===== config.mk =====
export PLATFORM = sky130hd
export DESIGN_NAME = patch_extractor_28x28
export DESIGN_NICKNAME = d
export VERILOG_FILES = /design/src/rtl/patch_extractor_pkg.sv /design/src/rtl/line_buffer.sv /design/src/rtl/patch_extractor_28x28.sv
export SDC_FILE = /design/constraint.sdc
export NUM_CORES = 1
export LEC_CHECK = 0
export CAP_MARGIN = 20
export CORE_ASPECT_RATIO = 0.5
export CORE_MARGIN = 8
export CORE_UTILIZATION = 45
export DETAILED_ROUTE_END_ITERATION = 7
export PLACE_DENSITY_LB_ADDON = 0.25
export SYNTH_ARGS = -nofsm -noshare
export SYNTH_HDL_FRONTEND = slang
export SYNTH_SLANG_ARGS = --single-unit

===== constraint.sdc =====
create_clock -name clk -period 1.83 [get_ports clk]
set_clock_uncertainty 0.1 [all_clocks]
set_input_delay 0.366 -clock clk [delete_from_list [all_inputs] [get_ports clk]]
set_output_delay 0.366 -clock clk [all_outputs]
set_load 0.01 [all_outputs]

===== src/rtl/patch_extractor_pkg.sv =====
// Shared defaults and sizing helpers for the binary KxK patch extractor.
package patch_extractor_pkg;

  localparam int unsigned DefImgWidth   = 28;
  localparam int unsigned DefImgHeight  = 28;
  localparam int unsigned DefKernelSize = 3;
  localparam int unsigned DefPatchSize  = DefKernelSize * DefKernelSize;

  // Counter width able to hold 0..n-1, never narrower than one bit.
  function automatic int unsigned cnt_width(input int unsigned n);
    return (n > 2) ? $clog2(n) : 1;
  endfunction

  localparam int unsigned DefXWidth = cnt_width(DefImgWidth);
  localparam int unsigned DefYWidth = cnt_width(DefImgHeight);

endpackage


===== src/rtl/line_buffer.sv =====
// One image row of 1-bit pixels; q_o is the pixel accepted Depth enables ago.
module line_buffer #(
  parameter int unsigned Depth = 28
) (
  input  logic clk_i,
  input  logic rst_ni,
  input  logic en_i,
  input  logic d_i,
  output logic q_o
);

  logic [Depth-1:0] sr_q, sr_d;

  always_comb begin
    sr_d = sr_q;
    if (en_i) begin
      sr_d = {sr_q[Depth-2:0], d_i};
    end
  end

  always_ff @(posedge clk_i or negedge rst_ni) begin
    if (!rst_ni) begin
      sr_q <= '0;
    end else begin
      sr_q <= sr_d;
    end
  end

  assign q_o = sr_q[Depth-1];

endmodule


===== src/rtl/patch_extractor_28x28.sv =====
// Streaming KxK window extractor over a raster-order binary image.
module patch_extractor_28x28
  import patch_extractor_pkg::*;
#(
  parameter int unsigned IMG_WIDTH   = DefImgWidth,
  parameter int unsigned IMG_HEIGHT  = DefImgHeight,
  parameter int unsigned KERNEL_SIZE = DefKernelSize
) (
  input  logic                                 clk,
  input  logic                                 reset,
  input  logic                                 pixel_in,
  input  logic                                 valid_in,
  output logic [KERNEL_SIZE*KERNEL_SIZE-1:0]   patch_out,
  output logic                                 valid_out
);

  localparam int unsigned XW = cnt_width(IMG_WIDTH);
  localparam int unsigned YW = cnt_width(IMG_HEIGHT);

  logic [XW-1:0] x_q, x_d;
  logic [YW-1:0] y_q, y_d;
  logic          valid_q, valid_d;

  logic [KERNEL_SIZE-1:0][KERNEL_SIZE-1:0] win_q, win_d;
  logic [KERNEL_SIZE-1:0]                  col;
  logic [KERNEL_SIZE-2:0]                  lb_in, lb_out;

  // Buffers are chained: buffer j outputs the pixel j+1 rows above the current one.
  for (genvar j = 0; j < KERNEL_SIZE - 1; j++) begin : g_lb
    if (j == 0) begin : g_head
      assign lb_in[j] = pixel_in;
    end else begin : g_chain
      assign lb_in[j] = lb_out[j-1];
    end
    line_buffer #(
      .Depth(IMG_WIDTH)
    ) u_line_buffer (
      .clk_i (clk),
      .rst_ni(reset),
      .en_i  (valid_in),
      .d_i   (lb_in[j]),
      .q_o   (lb_out[j])
    );
  end

  always_comb begin
    x_d = x_q;
    y_d = y_q;
    if (valid_in) begin
      if (x_q == XW'(IMG_WIDTH - 1)) begin
        x_d = '0;
        if (y_q == YW'(IMG_HEIGHT - 1)) begin
          y_d = '0;
        end else begin
          y_d = y_q + 1'b1;
        end
      end else begin
        x_d = x_q + 1'b1;
      end
    end
  end

  assign valid_d = valid_in && (x_q >= XW'(KERNEL_SIZE - 1)) && (y_q >= YW'(KERNEL_SIZE - 1));

  // Row 0 of the window is the oldest row; column 0 is the newest column.
  always_comb begin
    col[KERNEL_SIZE-1] = pixel_in;
    for (int r = 0; r < KERNEL_SIZE - 1; r++) begin
      col[r] = lb_out[KERNEL_SIZE-2-r];
    end
    win_d = win_q;
    if (valid_in) begin
      for (int r = 0; r < KERNEL_SIZE; r++) begin
        win_d[r] = {win_q[r][KERNEL_SIZE-2:0], col[r]};
      end
    end
  end

  always_ff @(posedge clk or negedge reset) begin
    if (!reset) begin
      x_q     <= '0;
      y_q     <= '0;
      valid_q <= 1'b0;
      win_q   <= '0;
    end else begin
      x_q     <= x_d;
      y_q     <= y_d;
      valid_q <= valid_d;
      win_q   <= win_d;
    end
  end

  assign patch_out = win_q;
  assign valid_out = valid_q;

endmodule


Word-level counts from Yosys, hierarchy flattened
Cells that the tools add are included.
{"block": "word_totals", "in_bits": 4, "word_cells": 19, "reg_bits": 76}
{"block": "op_classes", "n_lt_le_gt_ge": 2, "mux": 2, "n_reduce_logical": 3, "add_sub_neg": 2, "n_eq_ne": 2}
{"op": "$add A5 B1 Y5 const B", "count": 2}
{"op": "$eq A5 B5 Y1 const B", "count": 2}
{"op": "$ge A5 B2 Y1 const B", "count": 2}
{"op": "$mux W5", "count": 2}
{"op": "$logic_and A1 B1 Y1", "count": 2}
{"op": "$reduce_and A2 Y1", "count": 1}

Depth between registers and ports, before layout
Gate-level depths: netlist of run 1.
{"block": "logic_depth", "depth_word": 3, "mapped_depth": 6, "ltp_nobuf": 5}

Cells and area by module
Synthesis of run 1 repeated with hierarchy kept, for this count alone.
{"block": "hier_totals", "hier_cells": 197, "hier_area_um2": 3243.1}
{"mod": "line_buffer", "seq_area_each_um2": 700.7, "area_each_um2": 1142.3, "instances": 2, "cells_per_inst": 59}
{"mod": "patch_extractor_28x28", "seq_area_each_um2": 500.5, "area_each_um2": 958.4, "instances": 1, "cells_per_inst": 79}

Least setup slack after synthesis of run 1
Ideal clock, no wire load.
{"block": "synth_path", "path_kind": "flip-flop to flip-flop", "startpoint": "register x_q[1]", "endpoint": "register y_q[3]", "path_slack_ps": 116, "stages_incl_launch_ff": 5, "path_buffers": 0, "t_arrival_ps": 1488, "period_less_slack_ps": 1714, "required_ps": 1604, "path_cell_list": "dfrtp_1 > ha_1 > nand2_2 > or4_1 > a221o_1"}
{"block": "synth_via", "elab_chain_cells": 2}
{"item": "start: declaration", "line_no": "patch_extractor_28x28.sv:20", "rtl": "logic [XW-1:0] x_q, x_d;"}
{"item": "start signal: assignment", "line_no": "patch_extractor_28x28.sv:81", "rtl": "x_q <= '0;"}
{"item": "start signal: assignment", "line_no": "patch_extractor_28x28.sv:86", "rtl": "x_q <= x_d;"}
{"item": "$eq A5 B5 Y1", "line_no": "patch_extractor_28x28.sv:50", "rtl": "if (x_q == XW'(IMG_WIDTH - 1)) begin"}
{"item": "$reduce_and A2 Y1 (no source line)"}
{"item": "end signal: assignment", "line_no": "patch_extractor_28x28.sv:87", "rtl": "y_q <= y_d;"}
{"item": "end: declaration", "line_no": "patch_extractor_28x28.sv:21", "rtl": "logic [YW-1:0] y_q, y_d;"}
No other way between the ends.
A chain may end at the register's enable or synchronous reset.

Final worst setup path of run 1
{"block": "layout_path", "startpoint": "register x_q[0]", "endpoint": "register y_q[3]"}
The elaborated chain is that of the path after synthesis.

==> results.toml, run 1 <==
[floorplanning]
die_x_microns = 128
start_util_pct = 46.6
io_pins = 14
rows = 20
dieArea_sq_mm = 0.00924
coreArea_sq_mm = 0.00608
chipHeight_microns = 72.1

[drt]
route.antenna.remaining_nets = 0
first_iter_violations = 45
wl_mm = 3.89
drt-pass1-iter-count = 4
routed-via-count = 1478
avgRoutedWirePerCell_microns = 12.8
vias_per_cell = 4.88
remaining_drc_errors = 0

[synth]
synth.top_cell.area_share_pct = 61.9
synth.ff_latch_count = 70
syn_inst = 193
synth_cell_types = 24
syn_area_sq_mm = 0.00283
synthTopCellsByArea = "dfrtp_1 62%, mux2_2 25%, ha_1 1.8%"
synth_nets = 201
yosysSeqAreaShare_pct = 61.9
syn_area_per_cell_sq_um = 14.7
yosys_warnings = 0
yosysTopAreaCell = "dfrtp_1"

[worst_setup_path]
endpoint = "y_q[3]"
worstReg2RegStart = "x_q[0]"
max_stage_delay_ns = 0.51
cp-start-kind = "flip-flop"
crit_buf_inv = 0
cp_max_fo = 4
worst-endpoint-arrival_ns = 1.85
cp.depth = 4
critPathRequiredTime_ns = 1.94
worstPathCellList = "ha_2 > nand2_2 > or4_1 > a221o_1"
crit_slowest_cell = "or4_1"
critical_path.startpoint = "x_q[0]"
critPathKind = "reg2reg"
r2r_slack_ns = 0.09
r2r_cells = 4
reg2reg_to = "y_q[3]"
cp_top_family = "simple AND/OR/NAND/NOR gates"
endpoint_kind = "flip-flop"

[timing]
tightestPinTransition_ns = 0.478
hold_violations = 0
period_minus_slack_ns = 1.74
rsz0062_at_grt = "no"
finalSetupTns_ns = 0
maxSlewViolCount = 0
slew-limit-headroom_pct = 68.1
finalSetupViolCount = 0
final.period_utilization_pct = 95.3
max_freq_ghz = 0.573

[power]
power_leakage_uw = 0.00158
p_sw_uw = 1130
p_comb_share_pct = 16.4
seq_power_share_pct = 46.5
powerDensity_mw_per_mm2 = 1340
internal_power_uw = 3400
fin_total_pwr_uw = 4540
ir_drop_v = 0.000558
p_clk_share_pct = 37.1
switching_share_pct = 25.0

[finish]
area_growth_pct = 19.1
antenna_cells = 0
layout-drive-gt1-share_pct = 41.9
n_fill_cell = 501
multiInputGateArea_sq_um = 973
final_cell_mix = "70 x dfrtp_1, 62 x mux2_2, 11 x clkdlybuf4s50_1"
seqCellArea_sq_mm = 0.00175
final_common_cell = "dfrtp_1"
fin_nets = 218
stdcell_count = 303

[clock_network]
clockRootBuffer = "clkbuf_16"
clk_latency_ns = 0.32
clk_pin_slew_ns = 0.06
cts_made_buffers = 9
cts_tree = "yes"
clk_path_buf_depth = 2
clock-sinks = 70
cts-htree-levels = 3

[global_route]
grt_pass1_wl_mm = 6.97
first_global_vias = 1512
grt_max_degree = 68
grt_overflow = 0
antenna_found_initial = 0
track_usage_pct = 9.73

[placement]
portBuffers = 13
dp_hpwl_mm = 2.46
dp_cells = 285
place.gp.congestion = 0.792

[min_path]
hold_path_class = "reg2reg"
hold_depth = 1

[status]
status = "completed"

[job]
cap_violations = 0
[worst min path at each step]
stage,from,endpoint,slack (ns)
2_1_floorplan,reset,g_lb[0].u_line_buffer.sr_q[0],-0.03
3_3_place_gp,reset,y_q[0],0.25
3_5_place_dp,reset,y_q[0],0.26
4_1_cts,valid_in,x_q[2],0.39
5_1_grt,g_lb[1].u_line_buffer.sr_q[3],g_lb[1].u_line_buffer.sr_q[3],0.42
6_report,g_lb[1].u_line_buffer.sr_q[7],g_lb[1].u_line_buffer.sr_q[8],0.40
[logic make-up (layout without fill, tap and decap cells)]
kind of cell,count (synthesis),in the layout,share of synthesized area (%)
and+or+nand+nor,23,23,4.55
muxes,64,64,25.4
AOI/OAI and AO/OA,12,12,2.61
DFF,70,70,61.9
buffers and inverters,20,42,3.84
adders and majority gates,4,4,1.77
[through the flow]
step	worst slack, ns	instance area [sq um]	utilization [%]	hold slack, ns
2_1_floorplan	0.116	2830	-	-0.0296
3_3_place_gp	0.108	3050	50.2	0.247
3_5_place_dp	0.0512	3050	50.2	0.256
4_1_cts	0.0301	3360	55.3	0.387
5_1_grt	0.0216	3370	55.5	0.416
6_report	0.0857	3370	55.5	0.396
[synthesized netlist by cell type, drive strengths merged]
master / count
a21oi: 4
a221o: 1
a22o: 1
a41o: 1
and2b: 1
and3: 1
and4b: 1
buf: 15
dfrtp: 70
ha: 4
inv: 5
mux2: 62
mux2i: 2
nand2: 6
nand2b: 1
nand3: 2
nor2: 3
nor3: 2
nor4: 3
o21ai: 5
or3b: 1
or4: 2
[cell type report]
type,instances,area share [%]
clock buffers,9,6.68
repair buffers,21,6.53
flip-flops and latches,70,51.9
multi-input cells,103,28.9
inverters,5,0.557
well taps,88,3.27
clock inverters,7,2.15
[what timing repair did]
item | in CTS | in global routing
buffers inserted | 0 | 1
endpoints found under the hold margin | 17 | 0
setup endpoints to repair | 0 | 3
hold buffers | 1 | 0
gates resized for setup | 0 | 1
[metal layers]
metal	track usage [%]	part of all wire, %
met1	11.5	49
met2	14.3	46
met3	4.53	3.7
met4	5.87	1.3
met5	0	0
[sequential cells by signal, indices dropped and copies added, names as in the netlist]
register / flops
y_q: 5
g_lb.u_line_buffer.sr_q: 56
valid_out: 1
x_q: 5
patch_out: 3
[worst reg2reg max path: cells and delay by family (launching register included)]
| family | cells | cell delay [ns] |
|---|---|---|
| AO/OA/AOI/OAI | 1 | 0.35 |
| adder cells (fa/ha/maj) | 1 | 0.23 |
| flip-flops | 1 | 0.38 |
| AND/OR/NAND/NOR | 2 | 0.57 |
[power groups by stage]
| stage | combinational, uW | sequential [uW] | clock (uW) |
|---|---|---|---|
| after floorplan | 562 | 2070 | 0 |
| after global placement | 696 | 2120 | 0 |
| after detailed placement | 727 | 2140 | 0 |
| after CTS | 738 | 2120 | 1740 |
| after global routing | 838 | 2160 | 1810 |
| final | 746 | 2110 | 1680 |
Power figures use the tool's default switching activity.
==> run 2, diff against run 1 <==
Settings changed: ABC_AREA set to 1.
==> run 2 against run 1 <==
Final cell count is 36% higher. Utilization is 0.90 points lower. Sequential cell count stayed put. Global-route usage is 1.8 points higher. Highest routed layer unchanged.
==> results.toml, run 2 <==
[clock_network]
clockRootBuffer = "clkbuf_16"
hold_buffers = 1
clock-sinks = 70
clk_pin_slew_ns = 0.05
cts_tree = "yes"
cts_made_buffers = 9
clk_latency_ns = 0.33
clk_path_buf_depth = 2
ctsResizeCount = 0
cts-htree-levels = 3
postCtsSetupBuffers = 0

[synth]
syn_area_per_cell_sq_um = 9.19
syn_inst = 310
yosys_warnings = 0
synth_cell_types = 21
ys_async_sr_fraction_pct = 100
synth.mux.area_fraction_pct = 0
synth_top_flop_cell = "dfrtp_1"
synthMostInstantiatedCell = "nand2_1"
synth_top_family_by_area = "simple AND/OR/NAND/NOR gates"
synth.top_cell.area_share_pct = 61.5
synthTopCellsByArea = "dfrtp_1 61%, nand2_1 12%, o21ai_0 10%"
synth_nets = 318
syn_area_sq_mm = 0.00285
synth.ff_latch_count = 70
yosys.area_share.adder_pct = 1.76
synth_compound_area_share_pct = 11.2
synthXorXnorAreaFrac_pct = 0.307
synth_edf_count = 0
yosysTopAreaCell = "dfrtp_1"
yosys.area_share.simple_pct = 15.9
yosysSeqAreaShare_pct = 61.5
yosys-top-cells-count = "92 x nand2_1, 70 x dfrtp_1, 58 x o21ai_0, 38 x inv_1"

[finish]
antenna_cells = 0
fin_nets = 327
fin_util_pct = 54.5
final_common_cell = "nand2_1"
largest-register = "g_lb.u_line_buffer.sr_q"
reg.largest.list = "g_lb.u_line_buffer.sr_q (56), x_q (5), y_q (5)"
largest_reg_flops = 56
final_cell_mix = "92 x nand2_1, 70 x dfrtp_1, 58 x o21ai_0"
layout-drive-gt1-share_pct = 8.02
area_growth_pct = 16.9
stdcell_count = 412

[global_route]
antenna_found_initial = 0
track_usage_pct = 11.5
grt_overflow = 0
grt_pass1_wl_mm = 8.34
grt_max_degree = 67
first_global_vias = 1856

[min_path]
hold_path_class = "reg2reg"
min_from = "g_lb[1].u_line_buffer.sr_q[27]"

[drt]
drt-pass1-iter-count = 4
wl_met1_mm = 2.27
remaining_drc_errors = 0
vias_per_cell = 4.69
avgRoutedWirePerCell_microns = 11.4
dr_wl_met3_microns = 162
routed-via-count = 1932
wl_met2_mm = 2.20
routed.top_layer = "met4"
route.antenna.remaining_nets = 0
first_iter_violations = 152
wl_mm = 4.71

[placement]
place.gp.congestion = 0.690
portBuffers = 13
dp_hpwl_mm = 2.90
dp_cells = 395

[worst_setup_path]
crit_slowest_cell = "clkdlybuf4s50_1"
crit_buf_inv = 1
critPathKind = "reg2out"
worstReg2RegStart = "x_q[1]"
endpoint_kind = "primary output"
cp_max_fo = 3
worst-endpoint-arrival_ns = 1.25
critPathRequiredTime_ns = 1.36
max_stage_delay_ns = 0.55
cp_top_family = "buffers and inverters"
cp-start-kind = "flip-flop"
critical_path.startpoint = "patch_out[1]"
worstPathCellList = "clkdlybuf4s50_1"

[power]
ir_drop_v = 0.000508
powerDensity_mw_per_mm2 = 1300
power_leakage_uw = 0.00156
fin_total_pwr_uw = 4340

[timing]
final.period_utilization_pct = 93.9
finalSetupViolCount = 0
max_freq_ghz = 0.582
tightestPinTransition_ns = 0.794
hold_violations = 0
finalSetupTns_ns = 0
maxSlewViolCount = 0
period_minus_slack_ns = 1.72
hold_ws_ns = 0.374
slew-limit-headroom_pct = 47.0
rsz0062_at_grt = "no"

[job]
cap_violations = 0

[floorplanning]
dieArea_sq_mm = 0.00929
start_util_pct = 46.7
rows = 20
coreArea_sq_mm = 0.00611
die_x_microns = 129
chipHeight_microns = 72.3
io_pins = 14

[status]
status = "completed"
[run 2: changes by cell type in the layout (fill, tap and decap cells not counted), sizes merged, moves of 8 or more]
cell / change
mux2: -62
nand2: +87
o21ai: +53
inv: +33
nor2: +8
[run 2: metrics by stage]
| stage | worst slack (ns) | area (sq um) |
|---|---|---|
| after floorplan | 0.604 | 2850 |
| after CTS | 0.0907 | 3330 |
| after detailed placement | 0.236 | 3020 |
| after global routing | 0.0590 | 3330 |
| after global placement | 0.288 | 3020 |
| final | 0.112 | 3330 |
[run 2: worst paths after layout]
check | slack (ns) | to | cells past startpoint
min in group asynchronous | 0.40 | g_lb[1].u_line_buffer.sr_q[5] | 2
max in group asynchronous | 0.67 | g_lb[1].u_line_buffer.sr_q[14] | 3
min reg2reg | 0.37 | g_lb[1].u_line_buffer.sr_q[27] | 2
max reg2reg | 0.43 | y_q[3] | 7
min | 0.37 | g_lb[1].u_line_buffer.sr_q[27] | 2
max | 0.11 | patch_out[1] | 1
[run 2: cells by family after synthesis]
logic type                 after synthesis
buffers and inverters                   60
DFF                                     70
AOI/OAI and AO/OA                       63
and+or+nand+nor                        112
adders and majority gates                4
xor gates and xnor gates                 1
[run 2: layout make-up]
class,instances,area (sq um)
inverter,40,150
sequential,70,1750
clock inverter,5,58.8
timing repair buffer,18,185
multi-input combinational,180,832
clock buffer,11,243
tap,88,110
fill,558,2780
[run 2: report_power, final]
| part | total (uW) | leakage (uW) | internal, uW | switching, uW |
|---|---|---|---|---|
| Clock | 1720 | 0.000142 | 1090 | 625 |
| Combinational | 608 | 0.000507 | 253 | 355 |
| Sequential | 2010 | 0.000916 | 1830 | 179 |
[run 2: routing by layer]
metal,global-route usage (%),vias to the layer above
li1,-,981
met1,13.1,925
met2,18.4,19
met3,5.70,7
met4,4.65,0
met5,0,-
==> run 3, diff against run 2 <==
Settings changed: SETUP_SLACK_MARGIN set to 0.2.
==> run 3 against run 2 <==
Critical path depth did not move. Power fell by 0.62%. Routed wire length barely moved. Final cell count did not move. Utilization fell by 0.20 points. Setup slack improved by 0.24 ns. Sequential cell count did not move. First-iteration DRC count rose by 0.66%. Combinational power fell by 4.1%. Register-to-register slack barely moved. Count of clock-buffer cells in the layout did not move.
==> results.toml, run 3 (synthesized netlist as in run 2, its figures left out) <==
[status]
status = "completed"

[min_path]
min_from = "g_lb[1].u_line_buffer.sr_q[27]"
min_to = "g_lb[1].u_line_buffer.sr_q[27]"
hold_path_class = "reg2reg"
hold_depth = 2

[worst_setup_path]
cp_max_fo = 3
crit_buf_inv = 1
endpoint_kind = "primary output"
worst-endpoint-arrival_ns = 1.02
cp-start-kind = "flip-flop"
max_stage_delay_ns = 0.40
r2r_slack_ns = 0.43
crit_slowest_cell = "dfrtp_1"
critPathKind = "reg2out"
worstPathCellList = "dlygate4sd2_1"
r2r_cells = 7
critical_path.startpoint = "patch_out[1]"
reg2reg_to = "y_q[3]"
worstReg2RegStart = "x_q[1]"
critPathRequiredTime_ns = 1.36
cp_top_family = "flip-flops"

[global_route]
track_usage_pct = 11.5
grt_max_degree = 67
first_global_vias = 1856
antenna_found_initial = 0
grt_overflow = 0
grt_pass1_wl_mm = 8.34

[finish]
fin_nets = 327
final_cell_mix = "92 x nand2_1, 70 x dfrtp_1, 58 x o21ai_0"
multiInputGateArea_sq_um = 832
final_common_cell = "nand2_1"
largest_reg_flops = 56
antenna_cells = 0
reg.largest.list = "g_lb.u_line_buffer.sr_q (56), x_q (5), y_q (5)"
seqCellArea_sq_mm = 0.00175
n_fill_cell = 561
area_growth_pct = 16.5
largest-register = "g_lb.u_line_buffer.sr_q"
layout-drive-gt1-share_pct = 8.02

[timing]
slew-limit-headroom_pct = 46.8
hold_violations = 0
maxSlewViolCount = 0
rsz0062_at_grt = "no"
period_minus_slack_ns = 1.48
final.period_utilization_pct = 80.9
tightestPinTransition_ns = 0.797
finalSetupTns_ns = 0
max_freq_ghz = 0.675
finalSetupViolCount = 0

[job]
cap_violations = 0

[power]
internal_power_uw = 3150
p_sw_uw = 1160
ir_drop_v = 0.000506
switching_share_pct = 26.9
fin_total_pwr_uw = 4310
powerDensity_mw_per_mm2 = 1300
seq_power_share_pct = 46.7
p_comb_share_pct = 13.5
p_clk_share_pct = 39.8
power_leakage_uw = 0.00160

[placement]
dp_hpwl_mm = 2.90
place.gp.congestion = 0.690
portBuffers = 13

[clock_network]
cts_tree = "yes"
clk_path_buf_depth = 2
clock-sinks = 70
clk_latency_ns = 0.33
clockRootBuffer = "clkbuf_16"
cts-htree-levels = 3
cts_made_buffers = 9
clk_pin_slew_ns = 0.05

[drt]
vias_per_cell = 4.69
avgRoutedWirePerCell_microns = 11.4
first_iter_violations = 153
routed-via-count = 1933
remaining_drc_errors = 0
drt-pass1-iter-count = 4
route.antenna.remaining_nets = 0
wl_mm = 4.71

[floorplanning]
rows = 20
coreArea_sq_mm = 0.00611
start_util_pct = 46.7
dieArea_sq_mm = 0.00929
die_x_microns = 129
io_pins = 14
chipHeight_microns = 72.3
==> run 3: area by class of cell <==
class,count,share of cell area [%]
well taps,88,3.32
clock inverters,5,1.77
clock buffers,11,7.32
inverters,40,4.52
repair buffers,18,5.20
multi-input cells,180,25.1
flip-flops and latches,70,52.8
==> run 3: how the worst max path moves through the flow <==
stage	slack, ns	end	cells after the start
5_1_grt	0.30	y_q[3]	7
3_3_place_gp	0.29	g_lb[0].u_line_buffer.sr_q[10]	3
4_1_cts	0.33	patch_out[1]	1
2_1_floorplan	0.60	y_q[0]	7
6_report	0.35	patch_out[1]	1
3_5_place_dp	0.24	g_lb[0].u_line_buffer.sr_q[16]	3
==> run 3: what timing repair did <==
action | 4_1_cts | 5_1_grt
hold buffers | 1 | 0
endpoints found under the hold margin | 13 | 0
endpoints found under the setup margin | 10 | 0
buffers inserted | 0 | 0
resized for setup | 10 | 0
==> run 3: power groups by stage <==
stage	Clock, uW	Combinational [uW]	Sequential [uW]
after floorplan	0	439	2000
after global placement	0	583	2020
after detailed placement	0	617	2030
after CTS	1750	597	2010
after global routing	1830	690	2050
final	1710	583	2010
==> run 3: stage by stage <==
step | instance area [sq um] | cells | setup slack (ns) | hold WS [ns] | utilization (%)
floorplan | 2850 | 310 | 0.604 | -0.0296 | -
detailed placement | 3020 | 395 | 0.236 | 0.201 | 49.4
CTS | 3320 | 412 | 0.331 | 0.378 | 54.3
global route | 3320 | 412 | 0.302 | 0.410 | 54.3
finish | 3320 | 412 | 0.349 | 0.374 | 54.3
global placement | 3020 | 395 | 0.288 | 0.194 | 49.4
==> run 3: per-layer routing <==
layer	global-route usage, %	vias up	share of wire (%)
li1	-	981	-
met1	13.1	926	48
met2	18.4	19	47
met3	5.70	7	3.3
met4	4.65	0	1.6
met5	0	-	0
